[src/rtl/spi_imem_loader.sv]
// spi_imem_loader
//   Boot loader between the SPI slave byte engine and the IMEM port.
//   Command 0x02 streams LSB-first 32-bit words into IMEM until the word
//   0xFFFFFFFF arrives. Command 0x01 reads words back: the host sends a
//   4-byte byte-address, and the fetched word is shifted out during the
//   next address.
//
// Ports
//   i_clk, globalRSTN           clock, async active-low reset
//   i_prog                      programming mode enable
//   i_cs_n                      chip select (synchronised), active low
//   i_rx_valid, i_rx_byte       received byte strobe/data
//   o_tx_byte                   byte loaded by the slave at the next transfer
//   o_mem_we/re/addr/wdata      IMEM port, i_mem_rdata one cycle after re
//   o_word_count                words written by the last write stream
//   o_boot_done                 terminator received
//   o_err                       sticky, write attempted beyond DEPTH
//
// state      | meaning
// -----------+----------------------------------------------------
// IDLE       | waiting for CS fall while programming
// CMD        | waiting for the command byte
// WR_COLLECT | assembling a write word, byte loopback on tx
// WR_COMMIT  | writing the assembled word (or terminating / error)
// DONE       | terminator seen, ignoring bytes until CS rises
// DISCARD    | unknown command, ignoring bytes until CS rises
// RD_ADDR    | assembling a byte-address, shifting out last response
// RD_FETCH   | IMEM read strobe
// RD_LATCH   | capture read data into response register

module spi_imem_loader #(
  parameter int          ADDR_W   = 9,
  parameter int          DEPTH    = 512,
  parameter logic [7:0]  CMD_WR   = 8'h02,
  parameter logic [7:0]  CMD_RD   = 8'h01,
  parameter logic [31:0] END_WORD = 32'hFFFFFFFF
) (
  input  logic              i_clk,
  input  logic              globalRSTN,
  input  logic              i_prog,
  input  logic              i_cs_n,
  input  logic              i_rx_valid,
  input  logic [7:0]        i_rx_byte,
  output logic [7:0]        o_tx_byte,
  output logic              o_mem_we,
  output logic              o_mem_re,
  output logic [ADDR_W-1:0] o_mem_addr,
  output logic [31:0]       o_mem_wdata,
  input  logic [31:0]       i_mem_rdata,
  output logic [ADDR_W:0]   o_word_count,
  output logic              o_boot_done,
  output logic              o_err
);

  typedef enum logic [3:0] {
    IDLE, CMD, WR_COLLECT, WR_COMMIT, DONE, DISCARD, RD_ADDR, RD_FETCH, RD_LATCH
  } state_t;

  // address register is one bit wider so it can sit at DEPTH after overflow
  localparam logic [ADDR_W:0] DEPTH_C = (ADDR_W+1)'(DEPTH);
  localparam logic [ADDR_W:0] ONE_C   = (ADDR_W+1)'(1);

  state_t            state_q, state_d;
  logic              cs_n_q;
  logic [1:0]        byte_cnt_q, byte_cnt_d;
  logic [31:0]       word_q, word_d;
  logic [31:0]       resp_q, resp_d;
  logic [ADDR_W:0]   addr_q, addr_d;
  logic [ADDR_W:0]   wc_q, wc_d;
  logic              done_q, done_d;
  logic              err_q, err_d;
  logic [7:0]        tx_q, tx_d;
  logic [1:0]        nxt_byte;
  logic              cs_fall, cs_rise;

  assign cs_fall  = cs_n_q & ~i_cs_n;
  assign cs_rise  = ~cs_n_q & i_cs_n;
  assign nxt_byte = byte_cnt_q + 2'd1;

  always_ff @(posedge i_clk or negedge globalRSTN) begin
    if (!globalRSTN) begin
      state_q    <= IDLE;
      cs_n_q     <= 1'b1;
      byte_cnt_q <= '0;
      word_q     <= '0;
      resp_q     <= '0;
      addr_q     <= '0;
      wc_q       <= '0;
      done_q     <= 1'b0;
      err_q      <= 1'b0;
      tx_q       <= '0;
    end else begin
      state_q    <= state_d;
      cs_n_q     <= i_cs_n;
      byte_cnt_q <= byte_cnt_d;
      word_q     <= word_d;
      resp_q     <= resp_d;
      addr_q     <= addr_d;
      wc_q       <= wc_d;
      done_q     <= done_d;
      err_q      <= err_d;
      tx_q       <= tx_d;
    end
  end

  always_comb begin
    state_d     = state_q;
    byte_cnt_d  = byte_cnt_q;
    word_d      = word_q;
    resp_d      = resp_q;
    addr_d      = addr_q;
    wc_d        = wc_q;
    done_d      = done_q;
    err_d       = err_q;
    tx_d        = tx_q;
    o_mem_we    = 1'b0;
    o_mem_re    = 1'b0;
    o_mem_addr  = '0;
    o_mem_wdata = '0;

    if (!i_prog) begin
      state_d    = IDLE;
      byte_cnt_d = '0;
      word_d     = '0;
    end else if (cs_rise) begin
      // a byte landing on the same edge as the CS rise is dropped here
      state_d    = IDLE;
      byte_cnt_d = '0;
      word_d     = '0;
    end else begin
      unique case (state_q)
        IDLE: begin
          if (cs_fall) begin
            state_d = CMD;
            tx_d    = '0;
          end
        end
        CMD: begin
          if (i_rx_valid) begin
            byte_cnt_d = '0;
            word_d     = '0;
            if (i_rx_byte == CMD_WR) begin
              state_d = WR_COLLECT;
              addr_d  = '0;
              wc_d    = '0;
              done_d  = 1'b0;
              err_d   = 1'b0;
            end else if (i_rx_byte == CMD_RD) begin
              state_d = RD_ADDR;
              resp_d  = '0;
              tx_d    = '0;
            end else begin
              state_d = DISCARD;
            end
          end
        end
        WR_COLLECT: begin
          if (i_rx_valid) begin
            word_d[{byte_cnt_q, 3'b000} +: 8] = i_rx_byte;
            tx_d       = i_rx_byte;
            byte_cnt_d = nxt_byte;
            if (byte_cnt_q == 2'd3) state_d = WR_COMMIT;
          end
        end
        WR_COMMIT: begin
          state_d = WR_COLLECT;
          if (word_q == END_WORD) begin
            done_d  = 1'b1;
            state_d = DONE;
          end else if (addr_q < DEPTH_C) begin
            o_mem_we    = 1'b1;
            o_mem_addr  = addr_q[ADDR_W-1:0];
            o_mem_wdata = word_q;
            addr_d      = addr_q + ONE_C;
            wc_d        = wc_q + ONE_C;
          end else begin
            err_d = 1'b1;
          end
        end
        DONE, DISCARD: begin
        end
        RD_ADDR: begin
          if (i_rx_valid) begin
            word_d[{byte_cnt_q, 3'b000} +: 8] = i_rx_byte;
            // present the next response byte for the following transfer
            tx_d       = resp_q[{nxt_byte, 3'b000} +: 8];
            byte_cnt_d = nxt_byte;
            if (byte_cnt_q == 2'd3) state_d = RD_FETCH;
          end
        end
        RD_FETCH: begin
          o_mem_re   = 1'b1;
          o_mem_addr = word_q[ADDR_W+1:2];
          state_d    = RD_LATCH;
        end
        RD_LATCH: begin
          resp_d  = i_mem_rdata;
          tx_d    = i_mem_rdata[7:0];
          state_d = RD_ADDR;
        end
        default: state_d = IDLE;
      endcase
    end
  end

  assign o_tx_byte    = tx_q;
  assign o_word_count = wc_q;
  assign o_boot_done  = done_q;
  assign o_err        = err_q;

  // SPI byte time guarantees no byte lands in the single-cycle states
  a_no_rx_busy: assert property (@(posedge i_clk) disable iff (!globalRSTN)
    !(i_rx_valid && (state_q == WR_COMMIT || state_q == RD_FETCH || state_q == RD_LATCH)));

endmodule

[config.mk]
export PLATFORM = sky130hd
export DESIGN_NAME = spi_imem_loader
export DESIGN_NICKNAME = d
export VERILOG_FILES = /design/src/rtl/spi_imem_loader.sv
export SDC_FILE = /design/constraint.sdc
export NUM_CORES = 1
export LEC_CHECK = 0
export CORE_ASPECT_RATIO = 0.9
export CORE_UTILIZATION = 30
export DETAILED_ROUTE_END_ITERATION = 8
export DONT_BUFFER_PORTS = 1
export GPL_ROUTABILITY_DRIVEN = 0
export SLEW_MARGIN = 20
export SYNTH_ARGS = -nofsm -noshare
export SYNTH_HDL_FRONTEND = slang
export SYNTH_SLANG_ARGS = --single-unit
[constraint.sdc]
create_clock -name i_clk -period 2.7 [get_ports i_clk]
set_input_delay 0.135 -clock i_clk [delete_from_list [all_inputs] [get_ports i_clk]]
set_output_delay 0.135 -clock i_clk [all_outputs]
set_load 0.05 [all_outputs]
== Word level (Yosys, flattened, before mapping) ==
Index checks and enable logic that the tools add are counted.
Word-level totals
  flip-flop bits (word level): 101
  latch bits: 0
  RAM bits: 0
  ROM bits: 0
  bits of input ports: 45
  output and inout bits: 63
  memories kept: 0
Operators by class
  add/sub/neg operators: 4
  multiply operators: 0
  divide/modulo/power cells: 0
  order comparisons: 1
  equality and inequality tests: 32
  shift-type cells: 3
  muxes and demuxes: 67
  bitwise operators: 5
  reduce and logical (&&, ||, !) cells: 13
Operator list (count)
  $mux 32: 12
  $pmux 32 s2: 2
  $mux 10: 6
  $mux 8: 6
  $pmux 10 s2: 2
  $pmux 8 s5: 1
  $mux 9: 4
  $bwmux 32: 1
  $eq 32x32->1 const B: 1
  $mux 4: 8
  $pmux 4 s8: 1
  $shift 8x7->32 const A: 1
  $shiftx 32x6->8: 1
  $shiftx 8x7->32: 1
  $ne 4x4->1 const B: 6
  $ne 2x2->1 const B: 11
  $reduce_and 7->1: 3
  $add 10x1->10 const B: 2
  $pmux 9 s2: 1
  $eq 4x3->1 const B: 4
  $mux 1: 13
  $reduce_and 6->1: 2
  $lt 10x10->1 const B: 1
  $mux 2: 5
  other kinds (21): 30

== Longest topological paths before layout ==
Gate-level depths: netlist of run 1.
  depth after elaboration: 7
  mapped depth: 9
  gate-level depth less buffers: 6

== Worst setup path after synthesis of run 1 ==
OpenSTA, ideal clock, no wires.
  path type: register to output
  from: register cs_n_q
  to: output o_mem_wdata[24]
  arrival: 2.651 ns
  data required time: 2.565 ns
  setup slack: -0.086 ns
  cell stages (with the launch flop): 7
  cell sequence: dfstp_2 nand2b_1 nand2_1 clkbuf_1 a2111oi_2 clkbuf_1 and2_1
Between the ends
  longest elaborated chain between the ends: 4
Ends and longest elaborated chain
  start, declared: line 64  | logic cs_n_q;
  start signal, assigned: line 94  | cs_n_q <= i_cs_n;
  $not 1->1: line 77  | assign cs_rise = ~cs_n_q & i_cs_n;
  $and 1x1->1: line 77
  $mux 32: line 125  | end else if (cs_rise) begin
  $mux 32: line 121  | if (!i_prog) begin
  end, declared: line 48  | output logic [31:0] o_mem_wdata,
Every way passes these cells.

== Final worst setup path of run 1 ==
  from: register state_q[2]
  to: output o_mem_wdata[21]
Between the ends
  longest elaborated chain between the ends: 4
Ends and longest elaborated chain
  start, declared: line 63  | state_t state_q, state_d;
  start signal, assigned: line 93  | state_q <= state_d;
  $eq 4x2->1: line 131  | unique case (state_q)
  $mux 32: line 131
  $mux 32: line 125
  $mux 32: line 121
Every way passes these cells.

==> flow_summary.yaml, run 1 <==
grt:
  met2_usage: 0.2759
  grt_util_met1: 0.2352
  grt_overflow_total: 0
  grt_pass1_wl_um: 24710
  grt-busiest-layer: "met2"
  track_usage: 0.1784
  antenna_found_initial: 0
  grt_pass1_vias: 4460
  grt_max_degree: 102
  gr-usage-met3: 0.06126
power_and_ir_drop:
  p_sw_frac: 0.2388
  p_leak_nw: 2.809
  p_per_area_nw_per_um2: 464.3
  power_frac_comb: 0.078
  report.power.total_w: 0.003107
  p_seq_frac: 0.495
  switching_power_w: 0.0007418
  intPower_w: 0.002365
  pwr-share-clk: 0.427
  irDropWorstVdd_uv: 361.4
synthesis:
  synth_largest_area_cell: "dfrtp_1"
  synthArstFlopShare: 1.000
  ys_seq_area_frac: 0.4785
  ys_seq_elements: 101
  synth_edf_count: 0
  netlist.area_leader.share: 0.4735
  syn_nets: 559
  post_synth_instance_area_um2: 5285
  synth-warning-count: 0
  synthFlopType: "dfrtp_1"
  synth_cell_types: 54
  syn_inst: 508
  ys_top_cells_by_area: "dfrtp_1, a22o_1, and2_1, mux4_2, nand2_1"
  avgSynthCellArea_um2: 10.40
setup_path:
  crit_slowest_cell: "and2_1"
  ff2ff_path_depth: 6
  crit_type: "reg -> out"
  critPathMaxStageDelay_ns: 0.51
  crit_buf_inv: 1
  worstSetupStartpointType: "flop"
  critical_path.top_delay_family: "simple AND/OR/NAND/NOR gates"
  regToRegEndpoint: "word_q[29]"
  crit_chain: "nor2_1 > nand3_1 > a2111oi_4 > buf_4 > and2_1"
  crit_required_ns: 2.57
  r2r-start: "state_q[2]"
  crit_end: "o_mem_wdata[21]"
  crit_start: "state_q[2]"
  arrival_ns: 2.38
  cp.depth: 5
  critPathMaxFanout: 37
  regToRegSetupSlack_ns: 0.24
  end_kind: "output port"
cts:
  root_buffer: "clkbuf_16"
  cts_made_buffers: 9
  cts_sinks: 101
  clk_latency_ns: 0.36
  postCtsSetupBuffers: 0
  cts.path.max_buffers: 2
  h-tree-depth: 3
  cts_tree: "done"
  clk_pin_slew_ns: 0.07
sta:
  setup_ws_ns: 0.1802
  hold_ws_ns: 0.01535
  period_minus_slack_ns: 2.520
  fmax_ghz: 0.3969
  tns_ns: 0
  tightestPinTransition_ns: 0.9254
  fin_skew_ns: 0.008637
  finalSetupViolations: 0
  hold_viol: 0
  relSlewSlack: 0.3831
  slew_viol_final: 0
  grt_setup_unrepaired: "false"
  fin_crit_sh: 0.9332
floorplan:
  core-area_um2: 17060
  die_area_um2: 18150
  dieWidth_um: 141.9
  dieHeight_um: 127.9
  start_util: 0.3098
  rows: 45
  io_pins: 108
final_layout:
  layout_common_cells: "dfrtp_1, a22o_1, nand2_1"
  nets: 632
  final_common_cell: "dfrtp_1"
  nFillCells: 1668
  n_antenna_cell: 0
  finalInstanceArea_um2: 6691
  drive_above_1_share: 0.1604
  area_growth_pct: 26.61
placed_design:
  dp.final_hpwl_um: 10510
  pre_cts_slack_ns: 0.1853
  place_area_um2: 5932
  port_buffers: 0
route:
  ant_nets: 0
  vias_per_cell: 5.509
  drt_iter0_markers: 242
  wirelength_um: 15720
  drcViolationCount: 0
  via_count: 4523
  wl_per_cell_um: 19.14
  dr.pass1.iters: 5
hold_path:
  hold_class: "in -> reg"
  hold_depth: 2
job:
  maxCapViolCount: 0
run_status:
  status: "completed"
## metal layers
layer  part of all wire  vias to the layer above
met5                  0                        -
met4              0.015                        0
met3              0.083                       16
met2               0.46                      201
met1               0.44                     2248
li1                   -                     2058
## logic make-up (layout without fill, tap and decap cells)
family | after synthesis | in the layout | synth area share
AOI/OAI and AO/OA | 143 | 143 | 0.2086
xor gates and xnor gates | 1 | 1 | 0.001657
adders and majority gates | 6 | 6 | 0.01420
buffers and inverters | 45 | 123 | 0.03717
DFF | 101 | 101 | 0.4785
muxes | 14 | 14 | 0.04545
and+or+nand+nor | 198 | 198 | 0.2145
## registers in the layout, summed over array words and instances, names as in the netlist
name,cells
state_q,4
cs_n_q,1
byte_cnt_q,2
o_word_count,10
resp_q,32
word_q,32
o_boot_done,1
o_tx_byte,8
addr_q,10
o_err,1
## worst reg2reg max path, delay by kind of cell, from the launching register on
kind | cells | cell delay, ns
AOI/OAI and AO/OA | 3 | 0.88
and+or+nand+nor | 2 | 0.93
DFF | 1 | 0.41
buffers and inverters | 1 | 0.18
## synthesized netlist by cell type (11+ instances only)
cell type  number
a21oi_1        18
a22o_1         49
and2_1         33
clkbuf_1       20
dfrtp_1       100
nand2_1        48
nand2b_1       16
nand3_1        11
nand4_1        13
nor2_1         21
o21ai_0        22
o2bb2ai_1      11
## stage by stage
step / std cells / utilization
2_1_floorplan: 508 / -
3_3_place_gp: 762 / 0.3477
3_5_place_dp: 762 / 0.3477
4_1_cts: 821 / 0.3919
5_1_grt: 821 / 0.3922
6_report: 821 / 0.3922
## repair_timing
item,4_1_cts,5_1_grt
setup endpoints to repair,9,32
endpoints found under the hold margin,171,0
resized for setup,1,1
cloned,0,0
hold buffers,43,0
## area by class of cell
type | count | area, um2 | area share
Sequential cell | 101 | 2529 | 0.3779
Clock buffer | 10 | 239.0 | 0.03571
Timing Repair Buffer | 97 | 940.9 | 0.1406
Inverter | 10 | 37.54 | 0.005610
Clock inverter | 6 | 61.31 | 0.009162
Tap cell | 235 | 294.0 | 0.04394
Multi-Input combinational cell | 362 | 2590 | 0.3871
## power groups by stage
stage | Clock (W) | Combinational [W] | Sequential, W
2_1_floorplan | 0 | 0.000108 | 0.00157
4_1_cts | 0.00135 | 0.000242 | 0.00154
5_1_grt | 0.00142 | 0.000266 | 0.00154
3_3_place_gp | 0 | 0.000138 | 0.00157
6_report | 0.00133 | 0.000243 | 0.00154
3_5_place_dp | 0 | 0.000142 | 0.00157
## worst min path at each step
stage / end / slack (ns) / from
2_1_floorplan: addr_q[0] / -0.16 / globalRSTN
6_report: o_tx_byte[2] / 0.02 / i_mem_rdata[2]
3_5_place_dp: resp_q[29] / -0.16 / globalRSTN
4_1_cts: o_tx_byte[6] / 0.003 / i_rx_byte[6]
5_1_grt: o_tx_byte[4] / 0.003 / i_rx_byte[4]
3_3_place_gp: resp_q[20] / -0.16 / globalRSTN
No activity file was read; power rests on OpenSTA's default activity.
==> run 2: changes to the inputs <==
--- a/config.mk
+++ b/config.mk
@@ -5,11 +5,14 @@
 export SDC_FILE = /design/constraint.sdc
 export NUM_CORES = 1
 export LEC_CHECK = 0
+export CELL_PAD_IN_SITES_DETAIL_PLACEMENT = 0
+export CELL_PAD_IN_SITES_GLOBAL_PLACEMENT = 1
 export CORE_ASPECT_RATIO = 0.9
 export CORE_UTILIZATION = 30
 export DETAILED_ROUTE_END_ITERATION = 8
 export DONT_BUFFER_PORTS = 1
 export GPL_ROUTABILITY_DRIVEN = 0
+export PLACE_DENSITY_LB_ADDON = 0.1
 export SLEW_MARGIN = 20
 export SYNTH_ARGS = -nofsm -noshare
 export SYNTH_HDL_FRONTEND = slang
==> run 2 against run 1 <==
Final cell count grew 1.6%; via count shrank 2.2%; highest routed layer unchanged; critical endpoint is now o_mem_wdata[17]; global-route usage grew 0.78 points; combinational power hardly changed; non-clock buffer count rose by 13; critical path depth rose by 2; total power decreased by 1.8%; first-iteration DRC count increased by 8.7%.
==> flow_summary.yaml, run 2 (synthesized netlist as in run 1, its figures left out) <==
run_status:
  status: "completed"
placed_design:
  dp.final_hpwl_um: 10970
  dp.cells: 774
  pre_cts_slack_ns: 0.1804
  port_buffers: 0
grt:
  grt_overflow_total: 0
  grt_max_degree: 102
  grt_pass1_vias: 4453
  antenna_found_initial: 0
  grt_pass1_wl_um: 25660
  track_usage: 0.1862
setup_path:
  regToRegEndpoint: "word_q[13]"
  crit_start: "word_q[10]"
  worstSetupStartpointType: "flop"
  critPathMaxFanout: 37
  ff2ff_path_depth: 5
  regToRegSetupSlack_ns: 0.20
  crit_type: "reg -> out"
  end_kind: "output port"
  arrival_ns: 2.43
  crit_required_ns: 2.57
  r2r-start: "state_q[1]"
  crit_end: "o_mem_wdata[17]"
route:
  dr.pass1.iters: 7
  vias_per_cell: 5.303
  wl_met2_um: 7281
  wirelength_um: 16050
  ant_nets: 0
  drt_iter0_markers: 263
  maxUsedRoutingLayer: "met4"
  wl_per_cell_um: 19.24
  via_count: 4423
  drt-met1-wl_um: 7629
  met3_wirelength_um: 971
  drcViolationCount: 0
sta:
  finalSetupViolations: 0
  period_minus_slack_ns: 2.568
  relSlewSlack: 0.3624
  setup_ws_ns: 0.1317
  grt_setup_unrepaired: "false"
  hold_viol: 0
  fin_crit_sh: 0.9512
  tns_ns: 0
  fin_skew_ns: 0.004569
  slew_viol_final: 0
  tightestPinTransition_ns: 0.9563
  fmax_ghz: 0.3894
job:
  maxCapViolCount: 0
cts:
  cts_made_buffers: 9
  clk_pin_slew_ns: 0.07
  h-tree-depth: 3
  cts.path.max_buffers: 2
  cts_tree: "done"
  root_buffer: "clkbuf_16"
  clk_latency_ns: 0.35
  cts_sinks: 101
power_and_ir_drop:
  intPower_w: 0.002281
  p_seq_frac: 0.506
  p_sw_frac: 0.2523
  p_leak_nw: 2.867
  switching_power_w: 0.0007693
  pwr-share-clk: 0.415
  irDropWorstVdd_uv: 292.3
  p_per_area_nw_per_um2: 453.3
  power_frac_comb: 0.079
final_layout:
  layout_common_cells: "dfrtp_1, buf_4, a22o_1"
  nFillCells: 1707
  n_antenna_cell: 0
  multiInputGateArea_um2: 2584
  drive_above_1_share: 0.1770
  final_common_cell: "dfrtp_1"
  seq_area_um2: 2529
  nets: 645
  area_growth_pct: 27.30
  finalNonFillerCells: 834
  reg_top3: "resp_q x32, word_q x32"
hold_path:
  hold_class: "in -> reg"
  hp-start: "i_rx_byte[0]"
floorplan:
  dieHeight_um: 127.9
  core-area_um2: 17060
  die_area_um2: 18150
  rows: 45
  dieWidth_um: 141.9
  io_pins: 108
  start_util: 0.3098
run 2: what timing repair did:
action	CTS	global route
pin swaps	0	1
endpoints found under the hold margin	170	0
cloned	0	0
buffers inserted	0	1
setup endpoints to repair	9	1
resized for setup	1	0
hold buffers	43	0
run 2: per-layer routing:
metal  track usage  up-vias
li1              -     2082
met1        0.2547     2181
met2        0.2964      148
met3       0.04258       12
met4       0.04870        0
met5             0        -
run 2: worst min-delay path by stage:
stage / endpoint / slack, ns / cells past startpoint
3_3_place_gp: o_word_count[6] / -0.16 / 0
4_1_cts: o_tx_byte[1] / 0.001 / 2
2_1_floorplan: addr_q[0] / -0.16 / 0
6_report: o_tx_byte[0] / 0.01 / 2
3_5_place_dp: o_word_count[6] / -0.16 / 0
5_1_grt: o_tx_byte[4] / 0.008 / 2
run 2: final cells by class:
type / count / area share
clock buffers: 10 / 0.03552
multi-input cells: 362 / 0.3840
flip-flops and latches: 101 / 0.3759
well taps: 235 / 0.04370
clock inverters: 6 / 0.006509
repair buffers: 110 / 0.1488
inverters: 10 / 0.005579
run 2: power groups by stage:
| stage | Combinational (W) | Clock [W] | Sequential [W] |
|---|---|---|---|
| floorplan | 0.000108 | 0 | 0.00157 |
| detailed placement | 0.000143 | 0 | 0.00157 |
| finish | 0.000240 | 0.00127 | 0.00154 |
| CTS | 0.000244 | 0.00131 | 0.00154 |
| global placement | 0.000142 | 0 | 0.00157 |
| global route | 0.000264 | 0.00136 | 0.00154 |
run 2: critical path: stages, from the launching register on:
cell	delay [ns]
dfrtp_1	0.45
nand4_1	0.15
nor4_1	0.52
buf_4	0.25
a2111oi_4	0.07
buf_4	0.24
and2_1	0.20
buf_4	0.19
run 2: metrics by stage:
step           power (W)  utilization  hold WS (ns)  area [um2]
2_1_floorplan   0.001674            -       -0.1606        5286
3_3_place_gp    0.001714       0.3508       -0.1579        5984
3_5_place_dp    0.001716       0.3508       -0.1584        5984
4_1_cts         0.003098       0.3939      0.001382        6720
5_1_grt         0.003169       0.3944      0.008076        6728
6_report        0.003050       0.3944       0.01008        6728
